[src/rtl/frac_baud_generator.sv]
// Fractional-N baud clock-enable generator with oversampling index,
// mid-bit/bit strobes, enable gating, phase resync and glitch-free divisor reload.
module frac_baud_generator #(
  parameter int DVSR_WIDTH = 16,
  parameter int FRAC_WIDTH = 4,
  parameter int OVS_RATE   = 16,
  parameter int RST_DVSR   = 324,
  parameter int RST_FRAC   = 8
) (
  input  logic                        clk_i,
  input  logic                        rst_n_i,
  input  logic                        enable_i,
  input  logic                        resync_i,
  input  logic                        divisor_load_i,
  input  logic [DVSR_WIDTH-1:0]       divisor_int_i,
  input  logic [FRAC_WIDTH-1:0]       divisor_frac_i,
  output logic                        ov_tick_o,
  output logic                        baud_tick_o,
  output logic                        mid_bit_tick_o,
  output logic [$clog2(OVS_RATE)-1:0] ovs_index_o
);

  localparam int IDX_W = $clog2(OVS_RATE);
  // One extra counter bit so a limit of D_max + carry is still reachable.
  localparam int CNT_W = DVSR_WIDTH + 1;

  logic [CNT_W-1:0]      counter_q, counter_d;
  logic [FRAC_WIDTH-1:0] acc_q, acc_d;
  logic                  carry_q, carry_d;
  logic [IDX_W-1:0]      index_q, index_d;
  logic                  ov_tick_q, ov_tick_d;
  logic                  baud_tick_q, baud_tick_d;
  logic                  mid_tick_q, mid_tick_d;
  logic                  pending_q, pending_d;
  logic [DVSR_WIDTH-1:0] pend_int_q, pend_int_d;
  logic [FRAC_WIDTH-1:0] pend_frac_q, pend_frac_d;
  logic [DVSR_WIDTH-1:0] act_int_q, act_int_d;
  logic [FRAC_WIDTH-1:0] act_frac_q, act_frac_d;

  logic [CNT_W-1:0]      limit;
  logic [FRAC_WIDTH:0]   frac_sum;
  logic [IDX_W-1:0]      index_next;
  logic                  wrap;
  logic                  apply;

  assign limit      = {1'b0, act_int_q} + CNT_W'(carry_q);
  assign frac_sum   = {1'b0, acc_q} + {1'b0, act_frac_q};
  assign index_next = (index_q == IDX_W'(OVS_RATE - 1)) ? '0 : index_q + IDX_W'(1);
  assign wrap       = enable_i && !resync_i && (counter_q == limit);
  assign apply      = resync_i || !enable_i || wrap;

  // Period counter, fractional accumulator, oversample index and strobe generation.
  always_comb begin
    counter_d   = counter_q;
    acc_d       = acc_q;
    carry_d     = carry_q;
    index_d     = index_q;
    ov_tick_d   = 1'b0;
    baud_tick_d = 1'b0;
    mid_tick_d  = 1'b0;
    if (resync_i) begin
      counter_d = '0;
      acc_d     = '0;
      carry_d   = 1'b0;
      index_d   = '0;
    end else if (enable_i) begin
      if (wrap) begin
        counter_d          = '0;
        {carry_d, acc_d}   = frac_sum;
        index_d            = index_next;
        ov_tick_d          = 1'b1;
        baud_tick_d        = (index_next == '0);
        mid_tick_d         = (index_next == IDX_W'(OVS_RATE / 2));
      end else begin
        counter_d = counter_q + CNT_W'(1);
      end
    end
  end

  // Divisor reload: capture into pending, promote to active only on an apply edge.
  always_comb begin
    pending_d   = pending_q;
    pend_int_d  = pend_int_q;
    pend_frac_d = pend_frac_q;
    act_int_d   = act_int_q;
    act_frac_d  = act_frac_q;
    if (apply) begin
      if (divisor_load_i) begin
        act_int_d  = divisor_int_i;
        act_frac_d = divisor_frac_i;
      end else if (pending_q) begin
        act_int_d  = pend_int_q;
        act_frac_d = pend_frac_q;
      end
      pending_d = 1'b0;
    end else if (divisor_load_i) begin
      pending_d   = 1'b1;
      pend_int_d  = divisor_int_i;
      pend_frac_d = divisor_frac_i;
    end
  end

  // State registers; reset clears strobes asynchronously and reloads the reset divisor.
  always_ff @(posedge clk_i or negedge rst_n_i) begin
    if (!rst_n_i) begin
      counter_q   <= '0;
      acc_q       <= '0;
      carry_q     <= 1'b0;
      index_q     <= '0;
      ov_tick_q   <= 1'b0;
      baud_tick_q <= 1'b0;
      mid_tick_q  <= 1'b0;
      pending_q   <= 1'b0;
      pend_int_q  <= '0;
      pend_frac_q <= '0;
      act_int_q   <= DVSR_WIDTH'(RST_DVSR);
      act_frac_q  <= FRAC_WIDTH'(RST_FRAC);
    end else begin
      counter_q   <= counter_d;
      acc_q       <= acc_d;
      carry_q     <= carry_d;
      index_q     <= index_d;
      ov_tick_q   <= ov_tick_d;
      baud_tick_q <= baud_tick_d;
      mid_tick_q  <= mid_tick_d;
      pending_q   <= pending_d;
      pend_int_q  <= pend_int_d;
      pend_frac_q <= pend_frac_d;
      act_int_q   <= act_int_d;
      act_frac_q  <= act_frac_d;
    end
  end

  assign ov_tick_o      = ov_tick_q;
  assign baud_tick_o    = baud_tick_q;
  assign mid_bit_tick_o = mid_tick_q;
  assign ovs_index_o    = index_q;

endmodule

[config.mk]
export PLATFORM = sky130hd
export DESIGN_NAME = frac_baud_generator
export DESIGN_NICKNAME = d
export VERILOG_FILES = /design/src/rtl/frac_baud_generator.sv
export SDC_FILE = /design/constraint.sdc
export NUM_CORES = 1
export LEC_CHECK = 0
export CORE_ASPECT_RATIO = 2
export CORE_MARGIN = 3
export CORE_UTILIZATION = 50
export DETAILED_ROUTE_END_ITERATION = 16
export GPL_TIMING_DRIVEN = 0
export PLACE_DENSITY = 0.66
export SLEW_MARGIN = 20
export SYNTH_ARGS = -nofsm -noshare
export SYNTH_HDL_FRONTEND = slang
export SYNTH_SLANG_ARGS = --single-unit
[constraint.sdc]
create_clock -name clk_i -period 3.32 [get_ports clk_i]
set_input_delay 0.332 -clock clk_i [delete_from_list [all_inputs] [get_ports clk_i]]
set_output_delay 0.332 -clock clk_i [all_outputs]
set_load 0.02 [all_outputs]
==> results of run 1 <==
## placed cells by master, fill, tap and decap left out, types with 5 or more instances in the layout
cell	synthesis	final
sky130_fd_sc_hd__clkdlybuf4s50_1	0	29
sky130_fd_sc_hd__o2111a_1	5	5
sky130_fd_sc_hd__or3_1	8	7
sky130_fd_sc_hd__nor3_1	15	15
sky130_fd_sc_hd__nor2_1	28	28
sky130_fd_sc_hd__xnor2_1	17	17
sky130_fd_sc_hd__o22ai_1	10	10
sky130_fd_sc_hd__xor2_1	15	15
sky130_fd_sc_hd__inv_1	13	13
sky130_fd_sc_hd__nand2_1	33	33
sky130_fd_sc_hd__a21oi_1	12	12
sky130_fd_sc_hd__o31a_1	6	6
sky130_fd_sc_hd__dfrtp_1	66	66
sky130_fd_sc_hd__nand4_1	14	14
sky130_fd_sc_hd__clkbuf_16	0	9
sky130_fd_sc_hd__mux2_1	20	20
sky130_fd_sc_hd__buf_4	1	9
sky130_fd_sc_hd__or4_1	9	9
sky130_fd_sc_hd__o21ai_0	35	35
sky130_fd_sc_hd__clkbuf_1	19	21
sky130_fd_sc_hd__nor4_1	7	7
sky130_fd_sc_hd__a2bb2oi_1	14	14
sky130_fd_sc_hd__ha_1	9	7
sky130_fd_sc_hd__nand3_1	9	9
## critical path, stage by stage, from the launching register on
cell and delay, ns:
sky130_fd_sc_hd__dfrtp_1 0.43, sky130_fd_sc_hd__ha_4 0.20, sky130_fd_sc_hd__ha_4 0.19, sky130_fd_sc_hd__nand4_2 0.14
sky130_fd_sc_hd__or4_1 0.56, sky130_fd_sc_hd__a32o_1 0.26, sky130_fd_sc_hd__nor4_4 0.40, sky130_fd_sc_hd__nand3_2 0.19
sky130_fd_sc_hd__buf_4 0.19, sky130_fd_sc_hd__or4_1 0.42, sky130_fd_sc_hd__o2111a_1 0.16
## per-layer routing
| metal | routed length (um) | share of wire [%] |
|---|---|---|
| met5 | 0 | 0 |
| met4 | 338 | 3.0 |
| met3 | 405 | 3.6 |
| met2 | 6130 | 54 |
| met1 | 4430 | 39 |
## state kept, by name, indices dropped and copies added (netlist names), 4 cells and up
register     flops
counter_q       17
act_frac_q       4
ovs_index_o      4
acc_q            4
act_int_q       16
pend_int_q      16
pend_frac_q      4
## power breakdown
part / internal (mW) / leakage [nW] / switching, mW
registers: 0.941 / 0.880 / 0.0750
logic: 0.178 / 0.987 / 0.218
clock network: 0.736 / 0.164 / 0.363
## metrics by stage
stage / cells / setup slack (ns) / hold WS, ns
finish: 599 / 0.0856 / 0.479
global route: 599 / -0.0201 / 0.506
CTS: 595 / 0.000162 / 0.488
detailed placement: 577 / -0.106 / 0.305
global placement: 576 / -0.512 / 0.467
floorplan: 448 / 0.442 / 0.0364
## area by class of cell
type / instances / area [sq um]
Sequential cell: 70 / 1760
Timing Repair Buffer: 37 / 365
Buffer: 33 / 168
Clock buffer: 11 / 233
Multi-Input combinational cell: 331 / 2370
Inverter: 14 / 52.6
Tap cell: 98 / 123
Clock inverter: 5 / 108
Fill cell: 698 / 3170
## worst min path at each step
stage	end	slack, ns
floorplan	acc_q[0]	0.04
global placement	pend_int_q[10]	0.47
detailed placement	counter_q[6]	0.30
CTS	pend_int_q[11]	0.49
global route	pend_int_q[10]	0.51
finish	counter_q[4]	0.48
## cell families (layout without fill, tap and decap cells)
kind of cell | Yosys count | after routing | synth area share (%)
xor+xnor | 32 | 32 | 6.51
flops | 70 | 70 | 40.8
simple gates | 154 | 154 | 20.5
mux | 22 | 22 | 5.69
buf+inv | 47 | 100 | 4.94
compound gates | 113 | 113 | 18.4
fa+ha+maj | 10 | 10 | 3.08
## repair_timing
item	4_1_cts	5_1_grt
pin swaps	1	3
resized for setup	4	6
buffers inserted	1	4
hold endpoints to repair	28	0
endpoints found under the setup margin	51	55
cloned	0	0
hold buffers	1	0
==> flow_results.org, run 1 <==
** Setup path
- Category of the most critical setup path :: reg2reg
- Launching point of the worst reg2reg path :: act_int_q[0]
- Register-to-Register Setup Slack :: approximately 0.086 ns
- Along the worst path, the maximum fanout reaches 6.
- STA classifies the critical path startpoint as a register.
- The critical path starts at act_int_q[0].
- STA classifies the critical path endpoint as a register.
- Data on the critical path arrives at its endpoint at 3.46 ns.
- Reg2reg path depth :: 10
- The critical path ends at act_frac_q[0].
- In this run the critical register-to-register path is captured at act_frac_q[0].
- Worst EP required :: about 3.6 ns

** Logic synthesis
- Summed instance area of the synthesized netlist :: around 0.0043 sq mm
- The Yosys step of the flow raised 0 warnings.
- Among all flip-flop cells after synthesis, the most frequent one is sky130_fd_sc_hd__dfrtp_1.
- Sequential elements use about 41% of the synthesized area.
- Cell types with the largest area share after synthesis :: sky130_fd_sc_hd__dfrtp_1 38%, sky130_fd_sc_hd__mux2_1 5.2%, sky130_fd_sc_hd__o21ai_0 4.1%, sky130_fd_sc_hd__xnor2_1 3.5%, sky130_fd_sc_hd__xor2_1 3.1%
- Gate count of the mapped netlist :: 448
- Yosys mapped a number of flops with a built-in enable equal to 0.
- When the netlist entered floorplanning its net count stood at between 400 and 500.
- The netlist uses 66 different library cells.
- Most common cell in the netlist :: sky130_fd_sc_hd__dfrtp_1
- Async set-reset flop share out of synthesis :: between 90% and 100%
- The biggest area contributor in the post-synthesis netlist is sky130_fd_sc_hd__dfrtp_1.
- Number of register bits inferred by synthesis :: 70
- By count the netlist is led by 66 x sky130_fd_sc_hd__dfrtp_1, 35 x sky130_fd_sc_hd__o21ai_0, 33 x sky130_fd_sc_hd__nand2_1.
- Avg Inst Size Synth :: approximately 9.6 sq um
- Area share of the leading cell type in the synthesized netlist :: 38.3%

** Drt
- After the first detailed-routing iteration, the DRC count stood at ~250.
- Drt wl/cell :: about 19 um
- The routed design has roughly 11000 um of wire.
- The count of nets left with antenna violations once routing finished came out at 0.
- First drt pass iteration count :: 4
- Total via count in the routed design :: ~3700
- DRC violation count after routing :: 0
- Dividing the detail-routed via count by the number of cells gives a little over 6.

** Worst hold path
- Hold WC Path Type :: in2async

** Placement
- RePlAce Congestion :: roughly 0.89
- During placement, the flow inserted port buffers numbering 30.
- The placed instances occupy a cell area of between 0.004 and 0.005 sq mm.
- Sum of net half-perimeters after detailed placement :: 8310 um

** Global route
- Largest net degree at the start of global routing :: 40
- Total grt overflow :: 0
- Global routing consumed, on the met3 layer, approximately 3.9% of the routing resources.
- In the global route stage, met2 resource usage came out at approximately 43%.
- Busiest layer in global routing :: met2
- The initial antenna violation count is 0.
- Vias in the first global route :: around 3600
- The first global-routing pass estimated about 18000 um of wire.
- Global routing used between 20% and 30% of the available tracks.
- For met1 alone, demand over resource in global routing was about 27%.

** Power
- In this run the static leakage power is approximately 2.0 nW.
- Overall power consumption after layout is estimated at between 2 and 3 mW.
- Power density over the cells :: approximately 490 mW/mm^2
- Worst IR drop on VDD :: ~0.47 mV

** STA
- The total count of max-transition violations in the final report was 0.
- Aggregate negative setup slack :: 0 ns
- For the final database, setup skew stands at ~0.0084 ns.
- For the pin with the worst max-slew slack, the measured transition is between 0.7 and 0.8 ns.
- Maximum frequency from static timing analysis :: approximately 300 MHz
- Measured against its own limit, the worst slew margin works out to between 50% and 60%.
- The number of endpoints with negative hold slack in the final report was 0.
- Setup violations remaining at the end of the flow were counted as 0.
- Subtracting the final worst setup slack from the clock period gives approximately 3.2 ns.
- Dividing the final minimum period by the clock period gives slightly below 100%.

** Finish
- Cells fill slightly above 60% of the core in the end.
- The finished cells cover slightly above 0.005 sq mm.
- In the final layout, the share of cells above drive strength 1 is approximately 11%.
- Relative to the synthesized area, the layout overhead comes to 20.2%.
- Antenna diode count :: 0
- Final #Nets :: ~530

** Floorplan
- Vertical die dimension :: around 140 um
- Row count :: between 40 and 50
- I/O pins :: 32
- Horizontal die dimension :: just over 70 um
- The floorplan step defined a die boundary enclosing roughly 0.0098 sq mm.
- Once the floorplan was initialized, standard cells occupied 51.6% of the core.
- Core box area :: between 0.008 and 0.009 sq mm

** CTS
- Clock Sinks :: 70
- Number of buffers between clock root and the deepest sink :: 2
- At the later pin of the worst-skew pair, clock insertion delay measures between 0.3 and 0.4 ns.
- Level count of the clock H-tree :: 3
- Buffers inserted during clock tree synthesis total 9.
- Root buffer selected by CTS :: sky130_fd_sc_hd__clkbuf_16
- Clock-pin slew was measured on the worst setup and hold paths at 0.06 ns.
- TritonCTS clock tree :: yes

** Run status
- Outcome :: complete, no violations

** Job
- The tool flagged a number of max-cap violations equal to 0.
No activity file was read; power rests on OpenSTA's default activity.
==> run 2: changes to the inputs <==
CTS_CLUSTER_DIAMETER = 120   (was not set)
MAX_ROUTING_LAYER = met4   (was not set)
==> flow_results.org, run 2 (synthesis gave the netlist of run 1 again) <==
** Run status
- The flow ran to the end, and the final reports show no timing, DRC or antenna violations.

** CTS
- The clock latency of the later-clocked register in the worst-skew pair came to 0.34 ns (about the same).
- The depth of the CTS H-tree was 3 (unchanged).
- The total CTS buffers was 9 (unchanged).
- Root buffer selected by CTS :: sky130_fd_sc_hd__clkbuf_16
- TritonCTS clock tree :: yes
- Clock slew seen by the registers of the worst setup and hold paths :: 0.06 ns (about the same)
- The TritonCTS sink count is 70 (unchanged).
- The maximum clock path buffer count came to 2 (unchanged).

** Finish
- The number of cells in the finished layout apart from fillers was 599 (unchanged).
- FF+latch area :: 0.00176 sq mm (about the same)
- The area of the multi-input gates came to 0.00240 sq mm (+1.2%).
- The flip-flop count of the largest register after layout came to 17 (unchanged).
- The fraction of final layout cells with drive strength greater than 1 came to 12.2% (+1.4 points).
- The top cell types in the final layout, fill and taps aside, are 65 x sky130_fd_sc_hd__dfrtp_1, 35 x sky130_fd_sc_hd__o21ai_0, 33 x sky130_fd_sc_hd__nand2_1.
- The post-route cell area is 0.00518 sq mm (about the same).
- The final core area utilization was 62.0% (about the same).
- counter_q holds more flip-flops than any other register.
- Count of filler cells inserted in the layout :: 718 (+2.9%)
- Leading cell type in the layout, fill and taps excluded :: sky130_fd_sc_hd__dfrtp_1
- Layout overhead on the synthesized area :: 20.3% (about the same)
- The final net count was 531 (unchanged).
- The count of inserted antenna diode cells is 0 (unchanged).
- Registers with the most flip-flops :: counter_q x17, act_int_q x16, pend_int_q x16

** Setup path
- Counting stages on the worst path, the most repeated cell is sky130_fd_sc_hd__ha_4.
- The critical path arrival came to 3.44 ns (-0.02 ns).
- CP Capture Type :: register
- Worst EP required :: 3.54 ns (about the same)
- Category of the most critical setup path :: reg2reg
- Among cell families on the critical path, the largest total delay comes from simple AND/OR/NAND/NOR gates.
- The count of buffer and inverter cells on the critical path is 1 (unchanged).
- Launching element type of the critical path :: register
- Worst-path maximum fanout :: 6 (unchanged)
- The critical path goes through ha_4 > ha_4 > nand4_4 > or4_1 > a32o_1 > nor4_4 > nand3_2 > buf_4 > or3_4 > o2111a_1.
- Longest individual stage delay on the worst path :: 0.55 ns (about the same)
- Slowest cell on the critical path :: sky130_fd_sc_hd__or4_1

** STA
- The timing-limited maximum frequency was 311 MHz (+0.66%).
- Relative slew margins :: 57.4% (+5.4 points)
- The period utilization came to 96.8% (-0.64 points).
- Slew Limit Fails :: 0 (unchanged)
- The setup skew after layout was 0.00791 ns (-0.000460 ns).
- The total negative slack came to 0 ns (unchanged).
- Actual slew at the worst max-slew pin :: 0.634 ns (-0.0800 ns)
- Smallest hold slack :: 0.458 ns (-0.0209 ns)
- The final period demand of the worst path is 3.21 ns (-0.0213 ns).
- The number of endpoints with negative hold slack in the final report was 0 (unchanged).
- Final number of setup-violating endpoints :: 0 (unchanged)

** Floorplan
- The width of the chip came to 71.6 um (unchanged).
- The standard-cell row count is 47 (unchanged).
- I/O pins :: 32 (unchanged)
- The standard cell core area was 0.00835 sq mm (unchanged).
- Effective utilization at floorplan :: 51.6% (unchanged)
- The vertical die dimension came to 137 um (unchanged).
- DIE AREA :: 0.00983 sq mm (unchanged)

** Placement
- The detailed-placement wirelength estimate is 8220 um (-1.1%).
- The final weighted congestion in routability-driven placement is 0.904 (+1.6%).
- The cell area after placement came to 0.00475 sq mm (+0.16%).
- The number of placed instances, taps included was 577 (unchanged).
- The number of buffers inserted by port buffering was 30 (unchanged).

** Power
- The peak supply drop came to 0.451 mV (-4.1%).
- Power density over the cells :: 458 mW/mm^2 (-5.6%)
- Lkg Pwr :: 2.03 nW (about the same)

** Drt
- The number of routed nets with antenna violations is 0 (unchanged).
- Detailed Route Iter0 Violations :: 349 (+42%)
- Total via count in the routed design :: 3666 (-0.16%)
- The average wire length per cell after detail routing was 18.3 um (-2.8%).
- Mean number of vias per cell :: 6.12 (-0.16%)
- First drt pass iteration count :: 4 (unchanged)
- The overall routed net length was 11000 um (-2.8%).
- DRC violation count after routing :: 0 (unchanged)

** Global route
- Number of antenna violations at the first check in global routing :: 0 (unchanged)
- Global-route wire length before repair :: 18000 um (-1.7%)
- The overall track demand over capacity in global routing came to 24.4% (+0.33 points).
- The number of global-route vias before repair came to 3613 (-0.96%).
- Largest net degree at the start of global routing :: 44 (+10%)
- Total grt overflow :: 0 (unchanged)

** Worst hold path
- Hold WC Path Type :: in2async

** Job
- The number of max-capacitance violations reported came to 0 (unchanged).
[run 2: timing repair]
action	4_1_cts	5_1_grt
cloned	0	1
hold endpoints to repair	27	0
resized for setup	3	15
setup endpoints to repair	53	60
pin swaps	1	3
hold buffers	1	0
setup buffers	1	3
[run 2: final cells by class]
type,instances,share of cell area (%)
sequential,70,33.9
tap,98,2.37
buffer,33,3.26
timing repair buffer,37,7.27
multi-input combinational,331,46.4
inverter,14,1.01
clock inverter,7,1.45
clock buffer,9,4.35
[run 2: metal layers]
metal	wire, um	global-route usage (%)	up-vias
met5	0	-	-
met4	329	10.8	0
met3	327	3.87	25
met2	6020	42.7	78
met1	4320	27.0	1796
li1	-	-	1767
[run 2: final timing paths]
check / from / slack, ns / depth (start not counted) / endpoint
setup / recovery: act_int_q[0] / 0.11 / 10 / act_int_q[0]
hold reg to reg: pend_int_q[13] / 0.48 / 1 / pend_int_q[13]
min in group clk_i: pend_int_q[13] / 0.48 / 1 / pend_int_q[13]
hold / removal: rst_n_i / 0.46 / 2 / counter_q[5]
max in group asynchronous: rst_n_i / 2.26 / 3 / act_frac_q[3]
setup reg to reg: act_int_q[0] / 0.11 / 10 / act_int_q[0]
[run 2: metrics by stage]
step	setup slack (ns)	power, mW
after floorplan	0.442	1.27
after CTS	0.0268	2.39
after global placement	-0.518	1.40
final	0.107	2.37
after global routing	-0.0117	2.47
after detailed placement	-0.126	1.42
[run 2: power breakdown]
group	switching [mW]	internal [mW]
sequential	0.0735	0.941
combinational	0.216	0.178
clock	0.380	0.583
==> run 3: changes to the inputs <==
PLACE_DENSITY = 0.78   (was 0.66)
==> flow_results.org, run 3 (synthesis gave the netlist of run 1 again) <==
** Placement
- Worst setup slack before clock tree synthesis :: -0.172 ns (-0.0462 ns)
- The detailed-placement wirelength estimate came to 8010 um (-2.5%).
- RePlAce Congestion :: 0.938 (+3.7%)
- Number of placed cells counting well taps :: 577 (unchanged)
- The number of buffers inserted by port buffering is 30 (unchanged).
- The cell area after placement is 0.00475 sq mm (-0.16%).

** Run status
- Outcome :: complete, no violations

** Finish
- Fraction of layout cells with a size suffix above 1 :: 10.4% (-1.7 points)
- Leading cell types in the layout, fill and taps excluded :: 65 x sky130_fd_sc_hd__dfrtp_1, 35 x sky130_fd_sc_hd__o21ai_0, 33 x sky130_fd_sc_hd__nand2_1
- Register ranked first by flip-flop count :: counter_q
- Number of flip-flops under the largest register name :: 17 (unchanged)
- The post-route cell area was 0.00511 sq mm (-1.3%).
- Antenna diode count :: 0 (unchanged)
- Layout overhead on the synthesized area :: 18.7%
- Final cell count without fillers :: 596 (-0.50%)
- Leaving out fill and tap cells, the most frequent cell in the layout is sky130_fd_sc_hd__dfrtp_1.
- The final net count was 528 (-0.56%).
- The largest registers in the layout are counter_q x17, act_int_q x16, pend_int_q x16.

** CTS
- TritonCTS clock tree :: yes
- Level count of the clock H-tree :: 3 (unchanged)
- The total CTS buffers came to 9 (unchanged).
- Clock slew seen by the registers of the worst setup and hold paths :: 0.06 ns (about the same)
- The clock latency of the later-clocked register in the worst-skew pair is 0.34 ns (about the same).
- The maximum clock path buffer count is 2 (unchanged).
- CTS placed an instance of sky130_fd_sc_hd__clkbuf_16 at the clock tree root.
- The TritonCTS sink count came to 70 (unchanged).

** Floorplan
- Core box area :: 0.00835 sq mm (unchanged)
- The die footprint came to 0.00983 sq mm (unchanged).
- I/O pins :: 32 (unchanged)
- Horizontal die dimension :: 71.6 um (unchanged)
- Row count :: 47 (unchanged)
- The vertical die dimension came to 137 um (unchanged).
- Effective utilization at floorplan :: 51.6% (unchanged)

** Global route
- The remaining global-route overflow is 0 (unchanged).
- The global-route wire length before repair came to 18000 um (-0.38%).
- The number of global-route vias before repair came to 3799 (+5.1%).
- Tot GR Track Use :: 24.0% (-0.48 points)
- The initial antenna violation count is 0 (unchanged).
- Largest net degree at the start of global routing :: 39 (-11%)

** Setup path
- The worst setup path is captured at a register.
- Category of the most critical setup path :: reg2reg
- Launching element type of the critical path :: register
- The critical path arrival came to 3.41 ns (-0.03 ns).
- Worst EP required :: 3.55 ns (about the same)
- The setup slack on the worst flop-to-flop path is 0.14 ns (+0.03 ns).
- The critical-path maximum fanout came to 6 (unchanged).

** Drt
- The overall routed net length came to 10700 um (-2.4%).
- The number of routed nets with antenna violations is 0 (unchanged).
- DRC violation count after routing :: 0 (unchanged)
- Detailed Route Iter0 Violations :: 362 (+3.7%)
- Drt wl/cell :: 18.0 um (-1.9%)
- The number of vias after detailed routing is 3772 (+2.9%).
- Mean number of vias per cell :: 6.33 (+3.4%)
- The number of iterations in the first detailed-routing pass is 5 (+1).

** STA
- The number of endpoints with negative hold slack in the final report is 0 (unchanged).
- The final worst slack came to 0.138 ns (+0.0306 ns).
- Relative slew margins :: 61.8% (+4.4 points)
- The period utilization is 95.9% (-0.92 points).
- Final number of setup-violating endpoints :: 0 (unchanged)
- The setup skew after layout came to 0.00726 ns (-0.000646 ns).
- Maximum frequency from static timing analysis :: 314 MHz (+0.96%)
- Slew Limit Fails :: 0 (unchanged)
- Setup repair after global routing left no endpoint under its margin.
- The smallest hold slack is 0.484 ns (+0.0259 ns).
- The slew of the pin with the lowest slew margin was 0.568 ns (-0.0660 ns).
- The final period demand of the worst path was 3.18 ns (-0.0306 ns).

** Job
- Maxcap violations :: 0 (unchanged)

** Power
- The standby leakage power was 2.00 nW (-1.6%).
- The peak supply drop is 0.373 mV (-17%).
- Power consumption :: 2.39 mW (+0.54%)
- Power density over the cells :: 467 mW/mm^2 (+1.9%)

** Worst hold path
- Hold WC Path Type :: reg2reg
run 3: cell count changes in the layout (fill, tap and decap cells not counted), sizes merged:
cell / previous run / this run
clkinv: 7 / 2
clkbuf: 31 / 33
clkdlybuf4s15: 1 / 0
clkinvlp: 0 / 1
run 3: worst paths after layout:
| kind | from | endpoint | depth (start not counted) |
|---|---|---|---|
| min in group asynchronous | rst_n_i | counter_q[3] | 2 |
| max in group asynchronous | rst_n_i | act_frac_q[3] | 3 |
| hold / removal | pend_int_q[12] | pend_int_q[12] | 1 |
| setup / recovery | carry_q | act_frac_q[1] | 10 |
| setup reg to reg | carry_q | act_frac_q[1] | 10 |
| hold reg to reg | pend_int_q[12] | pend_int_q[12] | 1 |
run 3: per-stage QoR:
stage,TNS (ns),util [%]
floorplan,0,-
global placement,-30.66,56.6
detailed placement,-5.14,56.8
CTS,0,60.9
global route,0,61.2
finish,0,61.2
run 3: power breakdown:
part / internal [mW] / switching (mW)
registers: 0.942 / 0.0734
logic: 0.177 / 0.213
clock network: 0.621 / 0.358
run 3: per-layer routing:
| metal | vias to the layer above | GRT usage [%] | wire [um] |
|---|---|---|---|
| li1 | 1749 | - | - |
| met1 | 1862 | 24.5 | 3860 |
| met2 | 117 | 43.2 | 5960 |
| met3 | 44 | 3.65 | 456 |
| met4 | 0 | 12.4 | 444 |
| met5 | - | - | 0 |
run 3: final cells by class:
class                   count  area, sq um
clock buffers              13          260
plain buffers              33          165
clock inverters             3         42.5
well taps                  98          123
fillers                   703         3240
inverters                  14         52.6
flip-flops and latches     70         1760
repair buffers             34          343
multi-input cells         331         2370
run 3: what timing repair did:
item | 4_1_cts | 5_1_grt
hold buffers | 1 | 0
pin swaps | 1 | 0
hold endpoints to repair | 29 | 0
resized for setup | 5 | 4
endpoints found under the setup margin | 56 | 56
buffers inserted | 1 | 1
run 3: worst max-delay path, cell delays in order (launching register included):
cell and delay, ns:
sky130_fd_sc_hd__dfrtp_1 0.40, sky130_fd_sc_hd__ha_4 0.19, sky130_fd_sc_hd__ha_4 0.19, sky130_fd_sc_hd__nand4_2 0.11
sky130_fd_sc_hd__or4_1 0.58, sky130_fd_sc_hd__a32o_1 0.27, sky130_fd_sc_hd__nor4_4 0.26, sky130_fd_sc_hd__buf_4 0.18
sky130_fd_sc_hd__nand3_2 0.13, sky130_fd_sc_hd__or3_1 0.48, sky130_fd_sc_hd__o2111a_1 0.28
